### config.mk
export PLATFORM = sky130hd
export DESIGN_NAME = uart_transmitter
export DESIGN_NICKNAME = d
export VERILOG_FILES = /design/src/rtl/sun_uart_pkg.sv /design/src/rtl/uart_tx_fifo.sv /design/src/rtl/uart_transmitter.sv
export SDC_FILE = /design/constraint.sdc
export NUM_CORES = 1
export LEC_CHECK = 0
export CORE_MARGIN = 3
export CORE_UTILIZATION = 60
export DETAILED_ROUTE_END_ITERATION = 8
export GPL_ROUTABILITY_DRIVEN = 1
export GPL_TIMING_DRIVEN = 1
export PLACE_DENSITY_LB_ADDON = 0.2
export SLEW_MARGIN = 20
export SYNTH_ARGS = -nofsm -noshare
export SYNTH_HDL_FRONTEND = slang
export SYNTH_SLANG_ARGS = --single-unit
### constraint.sdc
create_clock -name clk -period 3.8 [get_ports clk]
set_input_delay 0.76 -clock clk [delete_from_list [all_inputs] [get_ports clk]]
set_output_delay 0.76 -clock clk [all_outputs]
set_load 0.005 [all_outputs]
### src/rtl/sun_uart_pkg.sv
// Shared UART definitions: frame FSM states, data-bit count, TX FIFO depth.
// Latency: n/a (types and constants only).
// Backpressure: n/a.
// Also used by the receiver.

package sun_uart_pkg;

  typedef enum logic [1:0] {
    IDLE  = 2'd0,
    START = 2'd1,
    DATA  = 2'd2,
    STOP  = 2'd3
  } uart_state_e;

  localparam int DATA_BITS  = 8;
  localparam int FIFO_DEPTH = 4;

  // Counter width that can hold the value n-1. It is never less than 1 bit.
  function automatic int cnt_width(input int n);
    return (n > 1) ? $clog2(n) : 1;
  endfunction

endpackage

### src/rtl/uart_tx_fifo.sv
// Generic synchronous FIFO. The depth must be a power of two.
// Latency: a push is visible at pop_dat on the cycle after it is written.
// Backpressure: push is ignored when full, pop is ignored when empty.
// A push and a pop in the same cycle are both honoured.
// Ports: clk, rst (async active-high), push_vld/push_dat, pop_rdy/pop_dat,
//        full, empty.

module uart_tx_fifo #(
  parameter int WIDTH = 8,
  parameter int DEPTH = 4
) (
  input  logic             clk,
  input  logic             rst,
  input  logic             push_vld,
  input  logic [WIDTH-1:0] push_dat,
  input  logic             pop_rdy,
  output logic [WIDTH-1:0] pop_dat,
  output logic             full,
  output logic             empty
);

  localparam int PTR_W = (DEPTH > 1) ? $clog2(DEPTH) : 1;

  // The pointers carry one extra wrap bit, so full and empty can be told apart.
  logic [PTR_W:0]   wr_ptr_q, wr_ptr_d;
  logic [PTR_W:0]   rd_ptr_q, rd_ptr_d;
  logic [WIDTH-1:0] mem_q [DEPTH];
  logic [WIDTH-1:0] mem_d [DEPTH];
  logic             do_push;
  logic             do_pop;

  assign empty   = (wr_ptr_q == rd_ptr_q);
  assign full    = (wr_ptr_q[PTR_W] != rd_ptr_q[PTR_W]) &&
                   (wr_ptr_q[PTR_W-1:0] == rd_ptr_q[PTR_W-1:0]);
  assign do_push = push_vld && !full;
  assign do_pop  = pop_rdy && !empty;
  assign pop_dat = mem_q[rd_ptr_q[PTR_W-1:0]];

  always_comb begin
    mem_d    = mem_q;
    wr_ptr_d = wr_ptr_q;
    rd_ptr_d = rd_ptr_q;
    if (do_push) begin
      mem_d[wr_ptr_q[PTR_W-1:0]] = push_dat;
      wr_ptr_d = wr_ptr_q + 1'b1;
    end
    if (do_pop) begin
      rd_ptr_d = rd_ptr_q + 1'b1;
    end
  end

  always_ff @(posedge clk or posedge rst) begin
    if (rst) begin
      wr_ptr_q <= '0;
      rd_ptr_q <= '0;
      for (int i = 0; i < DEPTH; i++) begin
        mem_q[i] <= '0;
      end
    end else begin
      wr_ptr_q <= wr_ptr_d;
      rd_ptr_q <= rd_ptr_d;
      mem_q    <= mem_d;
    end
  end

endmodule

### src/rtl/uart_transmitter.sv
// 8N1 UART transmitter. It sends one byte per frame, LSB first.
// Latency: the start bit begins the cycle after the load. A frame lasts
//          10*CLKS_PER_BIT cycles.
// Backpressure: data_in_ready is high only in IDLE. With the FIFO option it
//               means the FIFO is not full. A pending valid waits with no
//               side effects.
// Option macro: UART_TX_FIFO_EN adds a 4-entry byte FIFO in front of the FSM.
// Ports: clk, rst (async active-high), data_in/data_in_valid/data_in_ready
//        (byte handshake), serial_out (TX line, idle high), busy (frame in
//        progress or byte pending).

module uart_transmitter
  import sun_uart_pkg::*;
#(
  parameter int CLOCK_FREQ = 50_000_000,
  parameter int BAUD_RATE  = 115_200
) (
  input  logic                 clk,
  input  logic                 rst,
  input  logic [DATA_BITS-1:0] data_in,
  input  logic                 data_in_valid,
  output logic                 data_in_ready,
  output logic                 serial_out,
  output logic                 busy
);

  localparam int CLKS_PER_BIT = CLOCK_FREQ / BAUD_RATE;
  localparam int CNT_W        = cnt_width(CLKS_PER_BIT);
  localparam int BIT_W        = cnt_width(DATA_BITS);

  localparam logic [CNT_W-1:0] BAUD_LAST = CNT_W'(CLKS_PER_BIT - 1);
  localparam logic [BIT_W-1:0] BIT_LAST  = BIT_W'(DATA_BITS - 1);

  uart_state_e          state_q, state_d;
  logic [CNT_W-1:0]     baud_cnt_q, baud_cnt_d;
  logic [BIT_W-1:0]     bit_cnt_q, bit_cnt_d;
  logic [DATA_BITS-1:0] shift_q, shift_d;
  logic                 tx_q, tx_d;

  logic                 load;
  logic [DATA_BITS-1:0] load_dat;

`ifdef UART_TX_FIFO_EN
  logic                 fifo_full;
  logic                 fifo_empty;
  logic [DATA_BITS-1:0] fifo_pop_dat;

  // Pop whenever the FSM is idle. The popped byte is loaded on the same
  // edge, so the start bit begins on the next cycle.
  assign load          = (state_q == IDLE) && !fifo_empty;
  assign load_dat      = fifo_pop_dat;
  assign data_in_ready = !fifo_full;
  assign busy          = (state_q != IDLE) || !fifo_empty;

  uart_tx_fifo #(
    .WIDTH (DATA_BITS),
    .DEPTH (FIFO_DEPTH)
  ) u_fifo (
    .clk      (clk),
    .rst      (rst),
    .push_vld (data_in_valid),
    .push_dat (data_in),
    .pop_rdy  (load),
    .pop_dat  (fifo_pop_dat),
    .full     (fifo_full),
    .empty    (fifo_empty)
  );
`else
  assign data_in_ready = (state_q == IDLE);
  assign load          = data_in_valid && data_in_ready;
  assign load_dat      = data_in;
  assign busy          = (state_q != IDLE);
`endif

  assign serial_out = tx_q;

  // tx_d holds the line level for the next cycle, so serial_out is a flop.
  always_comb begin
    state_d    = state_q;
    baud_cnt_d = baud_cnt_q;
    bit_cnt_d  = bit_cnt_q;
    shift_d    = shift_q;
    tx_d       = tx_q;
    unique case (state_q)
      IDLE: begin
        tx_d = 1'b1;
        if (load) begin
          state_d    = START;
          baud_cnt_d = '0;
          bit_cnt_d  = '0;
          shift_d    = load_dat;
          tx_d       = 1'b0;
        end
      end
      START: begin
        if (baud_cnt_q == BAUD_LAST) begin
          state_d    = DATA;
          baud_cnt_d = '0;
          tx_d       = shift_q[0];
        end else begin
          baud_cnt_d = baud_cnt_q + 1'b1;
        end
      end
      DATA: begin
        if (baud_cnt_q == BAUD_LAST) begin
          baud_cnt_d = '0;
          if (bit_cnt_q == BIT_LAST) begin
            state_d = STOP;
            tx_d    = 1'b1;
          end else begin
            bit_cnt_d = bit_cnt_q + 1'b1;
            shift_d   = shift_q >> 1;
            tx_d      = shift_q[1];
          end
        end else begin
          baud_cnt_d = baud_cnt_q + 1'b1;
        end
      end
      STOP: begin
        tx_d = 1'b1;
        if (baud_cnt_q == BAUD_LAST) begin
          state_d    = IDLE;
          baud_cnt_d = '0;
        end else begin
          baud_cnt_d = baud_cnt_q + 1'b1;
        end
      end
      default: begin
        state_d = IDLE;
        tx_d    = 1'b1;
      end
    endcase
  end

  always_ff @(posedge clk or posedge rst) begin
    if (rst) begin
      state_q    <= IDLE;
      baud_cnt_q <= '0;
      bit_cnt_q  <= '0;
      shift_q    <= '0;
      tx_q       <= 1'b1;
    end else begin
      state_q    <= state_d;
      baud_cnt_q <= baud_cnt_d;
      bit_cnt_q  <= bit_cnt_d;
      shift_q    <= shift_d;
      tx_q       <= tx_d;
    end
  end

endmodule

# == Word level (Yosys, flattened, before mapping) ==
# Cells that the tools add are included.
# totals
reg_bits,23
latchBits,0
mem_bits_rw,0
mem_bits_ro,0
inputBits,11
out_inout_bits,3
wordCells,48
n_memories,0
# classes
n_addsub,2
n_mul,0
div,0
order_cmp,0
n_eq_ne,11
shift,0
n_mux,22
n_bitwise,0
n_reduce_logical,8
# ops
cell,count
$mux W8,3
$mux W9,2
$pmux W9 S2,1
$pmux W8 S2,1
$mux W2,5
$ne A2 B2 Y1 const B,5
$add A9 B1 Y9 const B,1
$eq A9 B9 Y1 const B,1
$mux W3,3
$pmux W2 S4,1
$pmux W3 S2,1
$reduce_and A5 Y1,1
$eq A2 B2 Y1 const B,2
$mux W1,4
$pmux W1 S4,1
$reduce_and A4 Y1,1
$reduce_bool A2 Y1,2
$add A3 B1 Y3 const B,1
$eq A3 B3 Y1 const B,1
$reduce_or A3 Y1,1
$eq A2 B1 Y1 const B,1
$logic_not A2 Y1,1
$ne A2 B1 Y1 const B,1
$reduce_and A2 Y1,1
$logic_and A1 B1 Y1,1

# == Depth between registers and ports, before layout ==
# Gate-level depths: netlist of run 1.
# logic_depth
word_depth,4
depth_mapped,7
depth_no_buf,6

# == Least setup slack after synthesis of run 1 ==
# Ideal clock, no wire load.
# synth_path
kind,register to output
startpoint,register state_q[0]
endpoint,output port busy
arrival_ns,1.085
required_ns,3.040
path_slack_ns,1.955
path_stages_with_launch,5
path_buffers,1
path_cell_list,dfrtp_1 inv_1 ha_1 buf_2 inv_1
# synth_via
elab_chain_len,1
# synth_lines
item,line,source
"start, declared",uart_transmitter.sv:34,"uart_state_e state_q, state_d;"
"start signal, assigned",uart_transmitter.sv:143,state_q <= state_d;
$reduce_bool A2 Y1,uart_transmitter.sv:72,assign busy = (state_q != IDLE);
"end, declared",uart_transmitter.sv:24,output logic busy
# Every way passes these cells.

# == Worst setup path after layout of run 1 ==
# Ends and elaborated chain as after synthesis.

==> results.toml, run 1 <==
[pwr]
fin_total_pwr_uw = 380.2
p_per_area_nw_per_um2 = 230.2
p_leak_uw = 0.0008014
vdd.ir_drop.worst_mv = 0.2080

[routing]
viasPerCell = 6.612
drtPass1Iterations = 4
post_drt_wl_per_cell_um = 17.02
routed_wirelength_um = 3421
initialDrtViolationCount = 47
via_count = 1329
drc_errors = 0
ant_nets = 0

[grt]
antenna_found_initial = 0
grt-ovfl-total = 0
grt_start_max_net_pins = 24
met1_usage_pct = 30.15
busiest_layer = "met2"
gr-usage-met2_pct = 41.55
grt_pass1_wl_um = 6113
grt_pass1_vias = 1348
grt_usage_pct = 24.23
gr-usage-met3_pct = 3.712

[logic_synthesis]
synth_ff_type = "dfrtp_1"
syn-num-nets = 181
yosysTopAreaCellShare_pct = 37.10
synth-seq-cells = 23
ys_types = 40
yosysWarningCount = 0
seq_area_frac_synth_pct = 38.87
ys_top_cells_by_count = "22 x dfrtp_1, 14 x o21ai_0, 12 x nand2_1, 11 x a21oi_1, 11 x inv_1"
avgSynthCellArea_um2 = 9.217
async_flop_share_pct = 100.0
yosys.area.top_type = "dfrtp_1"
yosysMostFrequentCell = "dfrtp_1"
syn_area_um2 = 1484
synth_area_leaders = "dfrtp_1 37%, ha_1 7.6%, a221o_1 4.7%"
synth-edff-count = 0
synth_cells = 161

[final_layout]
fin_util_pct = 72.57
n_antenna_cell = 0
drive_above_1_share_pct = 8.092
areaGrowthSynthToFinish_pct = 11.30
nets = 194

[worst_setup_path]
crit_chain = "inv_1, ha_1, inv_1, clkdlybuf4s50_1"
endpoint = "busy"
max_stage_delay_ps = 550
start_kind = "register"
reg2reg_to = "shift_q[5]$_DFFE_PP0P_"
path_common_cell = "inv_1"
critPathLaunch = "state_q[0]$_DFFE_PP0P_"
slowest_stage = "ha_1"
crit_fanout = 18
r2r-start = "state_q[0]$_DFFE_PP0P_"
crit_required_ps = 3040
end_kind = "primary output"
r2r_slack_ps = 1360
crit_type = "reg2out"
cp_data_arrival_time_ps = 2190
reg2regPathDepth = 6

[placement]
dp_hpwl_um = 2458
io_buffer_count = 13
gp_congestion = 0.8515

[clock_network]
ctsHoldBuffers = 0
postCtsResizedCells = 0
cts_setup_buffers = 0
cts-buffers-inserted = 3
clkTransAtPathRegs_ps = 130
clkLatencyLatePin_ps = 330
cts_root_buffer = "clkbuf_4"
tritoncts = "done"
clk_path_buf_depth = 2
cts_max_level = 1
clock-sinks = 23

[floorplanning]
rows = 17
fp.dieH_um = 55.73
start_util_pct = 65.20
dieWidth_um = 55.73
core_um2 = 2276
dieArea_um2 = 3106
ios = 14

[sta]
fmax_ghz = 0.3387
worst-slew-pin-transition_ps = 852.2
hold_viol_final = 0
setup_viol = 0
tns_ps = 0
rsz0062_at_grt = "no"
slew_violations = 0
slew_headroom_pct = 43.12
finClkSkew_ps = 4.361
fin_crit_ps = 2952
fin_crit_sh_pct = 77.69

[status]
outcome = "complete, no violations"

[flow_run]
max_cap_viol_count = 0

[hold_path]
whs_path_depth = 2
hp-class = "reg2reg"
==> layout make-up <==
class                   instances  area [um^2]
well taps                      28        35.03
repair buffers                 14        137.6
inverters                      11        41.29
multi-input cells             121        834.6
clock buffers                   4        26.28
fillers                       177        624.3
flip-flops and latches         23        576.8
==> critical path: cells and delay by family, from the launching register on <==
family | cells | cell delay, ps
buffers and inverters | 3 | 870
adder cells (fa/ha/maj) | 1 | 550
flip-flops | 1 | 440
==> where the power goes <==
part,switching (uW),internal [uW],leakage (uW)
Combinational,7.26,9.22,0.000499
Sequential,0,245,0.000287
Clock,77.7,41.2,0.0000150
==> cell usage in the layout (no fill, tap or decap), types with 2 or more instances in the layout <==
cell type	Yosys	final
inv_1	11	11
a22o_1	4	4
o21ai_0	14	14
nor3_1	7	7
nor2_1	9	9
nand2b_1	2	2
clkdlybuf4s50_1	0	13
and3_1	5	5
clkbuf_4	0	3
nor4_1	2	2
mux2i_1	3	3
ha_1	9	9
a221o_1	7	7
a31oi_1	5	5
nand4_1	2	2
o22ai_1	3	3
nor2b_1	2	2
nand3_1	6	6
dfrtp_1	22	22
nand4b_1	2	2
nand2_1	12	12
a21oi_1	11	11
==> registers in the layout, indices dropped and copies added, names as in the netlist <==
signal and count:
shift_q 8, serial_out 1, bit_cnt_q 3, baud_cnt_q 9, state_q 2
==> how the worst min path moves through the flow <==
stage	start	to
floorplan	serial_out$_DFFE_PP1P_	serial_out$_DFFE_PP1P_
finish	serial_out$_DFFE_PP1P_	serial_out$_DFFE_PP1P_
global placement	serial_out$_DFFE_PP1P_	serial_out$_DFFE_PP1P_
global route	serial_out$_DFFE_PP1P_	serial_out$_DFFE_PP1P_
detailed placement	serial_out$_DFFE_PP1P_	serial_out$_DFFE_PP1P_
CTS	serial_out$_DFFE_PP1P_	serial_out$_DFFE_PP1P_
==> through the flow <==
step / area (um^2) / worst slack [ps] / hold WS [ps] / cells
after floorplan: 1484 / 1955 / 457.4 / 161
after global placement: 1625 / 1089 / 460.7 / 197
after detailed placement: 1625 / 952.1 / 470.8 / 197
after CTS: 1652 / 875.3 / 492.0 / 201
after global routing: 1652 / 698.5 / 539.9 / 201
final: 1652 / 847.7 / 487.8 / 201
==> cells by family after synthesis <==
family | synth area share [%]
and+or+nand+nor | 21.75
AOI/OAI and AO/OA | 24.12
DFF | 38.87
buffers and inverters | 4.890
adders and majority gates | 7.589
muxes | 2.782
==> routing by layer <==
layer	vias up	routed length, um
li1	623	-
met3	6	223
met5	-	0
met1	636	1436
met4	0	72
met2	64	1689
Power figures use the tool's default switching activity.
==> run 2, diff against run 1 <==
CORE_UTILIZATION = 56   (was 60)
clock period = 3.1 ns   (was 3.8 ns; I/O delays follow)
==> results.toml, run 2 (synthesized netlist as in run 1, its figures left out) <==
[status]
outcome = "complete, no violations"

[pwr]
combPwrFrac_pct = 4.4
p_int_uw = 361.6
vdd.ir_drop.worst_mv = 0.2051
pwr-share-clk_pct = 30.4
p_per_area_nw_per_um2 = 276.8
p_leak_uw = 0.0008069
switchingPower_uw = 98.39
p_seq_share_pct = 65.2
p_sw_share_pct = 21.39

[worst_setup_path]
start_kind = "register"
r2r_slack_ps = 680
crit_type = "reg2out"
path_common_cell = "inv_1"
cp.buffers_inverters = 3
end_kind = "primary output"
crit_fanout = 18
max_stage_delay_ps = 560
slowest_stage = "ha_1"
critPathTopFamily = "buffers and inverters"
cp_data_arrival_time_ps = 2160
crit_required_ps = 2480
crit_chain = "inv_1, ha_1, inv_1, clkdlybuf4s50_1"

[final_layout]
n_antenna_cell = 0
multiInputGateArea_um2 = 834.6
drive_above_1_share_pct = 8.621
areaGrowthSynthToFinish_pct = 11.97
design_area_um2 = 1662
n_fill_cell = 194
nets = 195
reg.largest.list = "baud_cnt_q x9, shift_q x8, bit_cnt_q x3"
final_common_cell = "dfrtp_1"
largest_register = "baud_cnt_q"
seqCellArea_um2 = 576.8
largest_register_ffs = 9
fin_util_pct = 66.47
instances_no_fill = 204
mostFrequentLayoutCells = "22 x dfrtp_1, 14 x o21ai_0, 13 x clkdlybuf4s50_1"

[clock_network]
clk_path_buf_depth = 2
tritoncts = "done"
ctsHoldBuffers = 0
cts_root_buffer = "clkbuf_4"
cts_max_level = 1
postCtsResizedCells = 0
clkLatencyLatePin_ps = 310
clock-sinks = 23
cts_setup_buffers = 0
clkTransAtPathRegs_ps = 120
cts-buffers-inserted = 3

[sta]
fmax_ghz = 0.3593
slew_headroom_pct = 42.52
worst-slew-pin-transition_ps = 861.3
setup_viol = 0
slew_violations = 0
hold_viol_final = 0
rsz0062_at_grt = "no"
fin_crit_ps = 2783
fin_crit_sh_pct = 89.77
tns_ps = 0
holdWs_ps = 494.7
finClkSkew_ps = 3.922

[grt]
grt_start_max_net_pins = 24
grt_pass1_vias = 1176
grt_pass1_wl_um = 5347
grt_usage_pct = 20.68
grt-ovfl-total = 0
antenna_found_initial = 0

[floorplanning]
dieWidth_um = 57.48
start_util_pct = 59.36
core_um2 = 2500
rows = 18
fp.dieH_um = 57.48
ios = 14
dieArea_um2 = 3303

[placement]
gp_congestion = 0.8507
dpl_cell_area_um2 = 1635
dp_hpwl_um = 2259
io_buffer_count = 13
dpl.cell_count = 200

[routing]
ant_nets = 0
drtPass1Iterations = 4
viasPerCell = 6.132
drc_errors = 0
via_count = 1251
post_drt_wl_per_cell_um = 15.40
routed_wirelength_um = 3141
initialDrtViolationCount = 70

[flow_run]
max_cap_viol_count = 0

[hold_path]
hp-class = "reg2reg"
## run 2: cell count changes in the layout (fill, tap and decap cells not counted)
| cell | before | now |
|---|---|---|
| buf_4 | 1 | 2 |
## run 2: worst min-delay path: stages, from the launching register on
cell     delay, ps
dfstp_2        390
inv_1           50
mux2i_1         70
## run 2: final timing paths
check,startpoint,endpoint,cells after the start
setup / recovery,state_q[0]$_DFFE_PP0P_,busy,4
hold / removal,serial_out$_DFFE_PP1P_,serial_out$_DFFE_PP1P_,2
setup reg to reg,state_q[0]$_DFFE_PP0P_,shift_q[1]$_DFFE_PP0P_,6
hold reg to reg,serial_out$_DFFE_PP1P_,serial_out$_DFFE_PP1P_,2
max in group asynchronous,rst,bit_cnt_q[0]$_DFFE_PP0P_,2
min in group asynchronous,rst,state_q[0]$_DFFE_PP0P_,2
## run 2: power groups by stage
stage / combinational [uW] / sequential, uW / clock [uW]
4_1_cts: 20.6 / 300 / 142
6_report: 20.3 / 300 / 140
2_1_floorplan: 4.91 / 306 / 0
5_1_grt: 22.2 / 300 / 150
3_5_place_dp: 20.5 / 306 / 0
3_3_place_gp: 20.1 / 306 / 0
## run 2: per-stage QoR
step	worst slack, ps	total power (uW)
final	317.0	460.0
after detailed placement	396.6	326.3
after global routing	173.2	472.0
after floorplan	1344	310.6
after CTS	272.5	462.3
after global placement	510.8	325.8
## run 2: routing by layer
layer  wire length (um)  track usage, %
met4                 57           9.603
met2               1453           31.61
met5                  0               0
met3                129           2.715
met1               1500           28.96
## run 2: area by class of cell
class	count	share of cell area, %
tap	30	2.259
timing repair buffer	15	8.735
clock buffer	4	1.581
sequential	23	34.71
inverter	11	2.485
multi-input combinational	121	50.23
==> variant 1, RTL diff (flow settings as in run 2) <==
Build with the macro `UART_TX_FIFO_EN` defined.
--- a/src/rtl/uart_transmitter.sv
+++ b/src/rtl/uart_transmitter.sv
@@ -8,6 +8,8 @@
 // Ports: clk, rst (async active-high), data_in/data_in_valid/data_in_ready
 //        (byte handshake), serial_out (TX line, idle high), busy (frame in
 //        progress or byte pending).
+
+`define UART_TX_FIFO_EN
 
 module uart_transmitter
   import sun_uart_pkg::*;
Function: changed (Yosys sat finds a counterexample within 4 cycles, from zero or initial values and one cycle with rst high).
==> variant 1 against run 2 <==
- cell area is 110% higher
- area after synthesis rose by 110%
- sequential cell count rose by 38
- global-route usage decreased by 2.2 points
- routed wire length grew 62%
- critical path depth did not move
- setup slack gained 0.043 ns
- clock skew rose by 0.0082 ns
- maximum frequency increased by 1.6%
Power is left out: it rests on default switching activity, and per cell area and clock period it moved more than threefold.
==> variant 1: results (changes against run 2) <==
H-tree levels=3 (+2); pre-CTS WS=0.707 ns (+0.310 ns); Worst Hold Class=flop to flop; Commonest cells post-synth=dfrtp_1, mux2_2, ha_1; number of global-route vias before repair=1835 (+56%); fillers=389 (+100%); top area cells in the synthesized netlist=dfrtp_1, mux2_2, ha_1, mux4_1, mux4_2; register area share after synthesis=49.3% (+10 points); share of post-route cells with drive strength above 1=33.2% (+25 points); Largest regs=u_fifo.mem_q x32, baud_cnt_q x9, shift_q x8; Max FO, Critical Path=14 (-4); Register Area=1530 sq um (+160%); crit path DAT=2.12 ns (-0.04 ns); Worst Tran Pin Value=0.632 ns (-0.230 ns); Main synth FF type=dfrtp_1; first-pass GRT wire length=8730 microns (+63%); Clock Skew=0.0121 ns (+0.00820 ns); final WL=5100 microns (+62%); outcome=completed; Nets=276 (+42%); clk slew on worst S/H paths=0.08 ns (-0.04 ns); cts repair resizes=0 (unchanged); CTS Buf Count=9 (+6); Crit-path slowest cell=dfrtp_1; placed cell areas=3310 sq um (+100%); DP HPWL=3590 microns (+59%); GRT Util Overall=18.4% (-2.2 points); pin count of the biggest net entering global routing=28 (+17%); max-cap viol count=0 (unchanged); CP peak stage delay=0.71 ns (+0.15 ns); worst-skew pair later-pin latency=0.35 ns (+0.04 ns); Post-synth ARST share=100% (unchanged); final setup vio count=0 (unchanged); vias per inst=5.60 (-8.6%); Root Buffer=clkbuf_8; quantity of I/O buffers inserted on ports=13 (unchanged); Iteration-0 DRC Markers=31 (-56%); gpl congestion=0.845 (-0.72%); Net Count, Synth=253 (+40%)
==> variant 1: metal layers <==
metal	global-route usage, %	up-vias	routed length, microns
met2	30.6	28	2490
met5	0	-	0
met1	22.5	910	2370
li1	-	881	-
met3	5.72	8	171
met4	7.09	0	72
==> variant 1: metrics by stage <==
stage	instances	hold WS, ns
floorplan	228	0.470
global placement	310	0.480
detailed placement	310	0.486
CTS	326	0.505
global route	326	0.515
finish	326	0.504
==> variant 1: worst paths after layout <==
check	depth (start not counted)	to	startpoint	slack, ns
worst max register to register	5	shift_q[4]	u_fifo.rd_ptr_q[1]	0.93
worst max-delay path	4	busy	u_fifo.rd_ptr_q[1]	0.36
worst min register to register	1	u_fifo.mem_q[27]	u_fifo.mem_q[27]	0.50
worst min-delay path	1	u_fifo.mem_q[27]	u_fifo.mem_q[27]	0.50
min in group asynchronous	2	u_fifo.mem_q[13]	rst	0.58
max in group asynchronous	3	shift_q[3]	rst	1.84
==> variant 1: cells by family (layout without fill, tap and decap cells) <==
logic type                 after synthesis  after routing  share of synthesized area, %
buffers and inverters                   19             47                          3.15
xor gates and xnor gates                 9              9                          3.75
muxes                                   60             60                          25.2
and+or+nand+nor                         38             38                          7.22
AOI/OAI and AO/OA                       27             27                          5.73
adders and majority gates               14             14                          5.65
DFF                                     61             61                          49.3
==> variant 1: final cells by class <==
cell class	instances	share of cell area [%]
Timing Repair Buffer	18	4.77
Sequential cell	61	43.5
Clock buffer	9	3.53
Inverter	13	1.39
Tap cell	70	2.49
Multi-Input combinational cell	148	42.0
Clock inverter	7	2.32
==> variant 1: critical path: cells and delay by family (launching register included) <==
family / cells / cell delay, ns
flops: 1 / 0.71
buf+inv: 2 / 0.51
simple gates: 1 / 0.35
xor+xnor: 1 / 0.21
==> variant 2, RTL diff (flow settings as in run 2) <==
Made on the original files. Encoding of `uart_state_e`: now Gray code (2 bits for 4 states).
--- a/src/rtl/sun_uart_pkg.sv
+++ b/src/rtl/sun_uart_pkg.sv
@@ -6,10 +6,10 @@
 package sun_uart_pkg;
 
   typedef enum logic [1:0] {
-    IDLE  = 2'd0,
-    START = 2'd1,
-    DATA  = 2'd2,
-    STOP  = 2'd3
+    IDLE  = 2'b00,
+    START = 2'b01,
+    DATA  = 2'b11,
+    STOP  = 2'b10
   } uart_state_e;
 
   localparam int DATA_BITS  = 8;
Function: same outputs for any inputs over 10 cycles, from zero or initial values and one cycle with rst high; not proved beyond that.
==> variant 2 against run 2 <==
- routed wire length decreased by 29%
- clock skew increased by 0.0091 ns
- non-clock buffer count decreased by 2
- setup slack improved by 0.30 ns
- count of clock-buffer cells in the layout decreased by 1
- highest routed layer unchanged
- sequential cell count unchanged
- utilization increased by 2.0 points
- area after synthesis decreased by 19%
- die area decreased by 17%
- cell area decreased by 18%
- maximum frequency increased by 12%
- synthesized cell count decreased by 33%
Power is not compared: it rests on default switching activity, and its combinational part moved more than twofold at a synthesized area within 25%.
==> variant 2: results (changes against run 2) <==
reg2reg end=shift_q[1]; register area share after synthesis=48.0% (+9.1 points); pre-CTS WS=0.847 ns (+0.450 ns); Syn Inst Count=108 (-33%); via count=867 (-31%); GRT Util Overall=19.0% (-1.6 points); Psw=0.331 mW; Worst R2R Start=baud_cnt_q[1]; Clock Skew=0.0130 ns (+0.00907 ns); yosys warns=0 (unchanged); Metal-1 WL=1050 microns (-30%); PD cells=727 nW/um^2; clk slew on worst S/H paths=0.14 ns (+0.02 ns); antenna cell count=0 (unchanged); post-synthesis mux area share=16.2% (+13 points); Net Count, Synth=123 (-32%); reg2reg path depth=6 (unchanged); pin count of the biggest net entering global routing=24 (unchanged); Comb pwr share=34.1%; cts repair resizes=0 (unchanged); Commonest cells post-synth=dfrtp_1, nand2_1, mux2_2; Iteration-0 DRC Markers=22 (-69%); Top Layer Used=met4; Synth top area share=45.8% (+8.7 points); first-pass GRT wire length=3860 microns (-28%); Max FO, Critical Path=7 (-11); adder and majority cell fraction of the synthesized area=4.16% (-3.4 points); Final min period=2.49 ns (-0.296 ns); Largest regs=baud_cnt_q x9, shift_q x8, bit_cnt_q x3; top area cells in the synthesized netlist=dfrtp_1, mux2_4, mux2_2, ha_1, nand2_1; placed insts=145 (-28%); Routed WL per cell=14.9 microns (-3.1%); Synth cell types=28 (-30%); met2 WL=1060 microns (-27%); worst IR drop on VDD=343 uV; Worst Tran Pin Value=0.856 ns (-0.00542 ns); number of global-route vias before repair=840 (-29%); met3 WL=99 microns (-23%); static leakage=0.613 nW; final hold vios=0 (unchanged); initial antenna violation count=0 (unchanged); gpl congestion=0.827 (-2.8%); final WL=2220 microns (-29%); Nets=138 (-29%); share of post-route cells with drive strength above 1=16.4% (+7.8 points); quantity of I/O buffers inserted on ports=13 (unchanged); R2R setup slack=1.03 ns (+0.35 ns); Synth Area in Compound Gates=12.9% (-11 points); placed cell areas=1340 sq um (-18%); post-synthesis xor/xnor area fraction=0.728% (+0.73 points); crit path DAT=1.87 ns (-0.29 ns); outcome=completed; DP HPWL=1690 microns (-25%)
-- variant 2: cell types whose count changed after synthesis, sizes merged, moves of 5 or more --
| cell | before | now |
|---|---|---|
| inv | 11 | 4 |
| ha | 9 | 4 |
| mux2 | 1 | 15 |
| a221o | 7 | 0 |
| a21oi | 12 | 5 |
| nor2 | 9 | 3 |
| o21ai | 14 | 7 |
| nor3 | 7 | 1 |
-- variant 2: per-layer routing --
layer  vias to the layer above  global-route usage, %
li1                        425                      -
met4                         0                   5.11
met1                       421                   27.6
met5                         -                      0
met2                        19                   29.8
met3                         2                   2.56
-- variant 2: cells by family after synthesis --
group,Yosys count
DFF,23
xor gates and xnor gates,1
buffers and inverters,7
and+or+nand+nor,33
AOI/OAI and AO/OA,25
muxes,15
adders and majority gates,4
-- variant 2: worst min path at each step --
stage / from / to / slack [ns] / depth (start not counted)
floorplan: baud_cnt_q[5] / baud_cnt_q[5] / 0.46 / 1
global placement: baud_cnt_q[5] / baud_cnt_q[5] / 0.49 / 1
detailed placement: shift_q[7] / shift_q[7] / 0.50 / 1
CTS: baud_cnt_q[5] / baud_cnt_q[5] / 0.52 / 1
global route: serial_out / serial_out / 0.54 / 2
finish: serial_out / serial_out / 0.52 / 2
-- variant 2: cell type report --
| type | count | area, sq um |
|---|---|---|
| clock buffer | 3 | 22.5 |
| multi-input combinational | 78 | 584 |
| tap | 27 | 33.8 |
| sequential | 23 | 577 |
| inverter | 4 | 15.0 |
| clock inverter | 1 | 7.51 |
| timing repair buffer | 13 | 130 |
| fill | 154 | 632 |
-- variant 2: critical path, cell delays in order, from the launching register on --
cell             delay, ns
dfrtp_1               0.45
nor2_1                0.41
inv_1                 0.21
clkdlybuf4s50_1       0.49
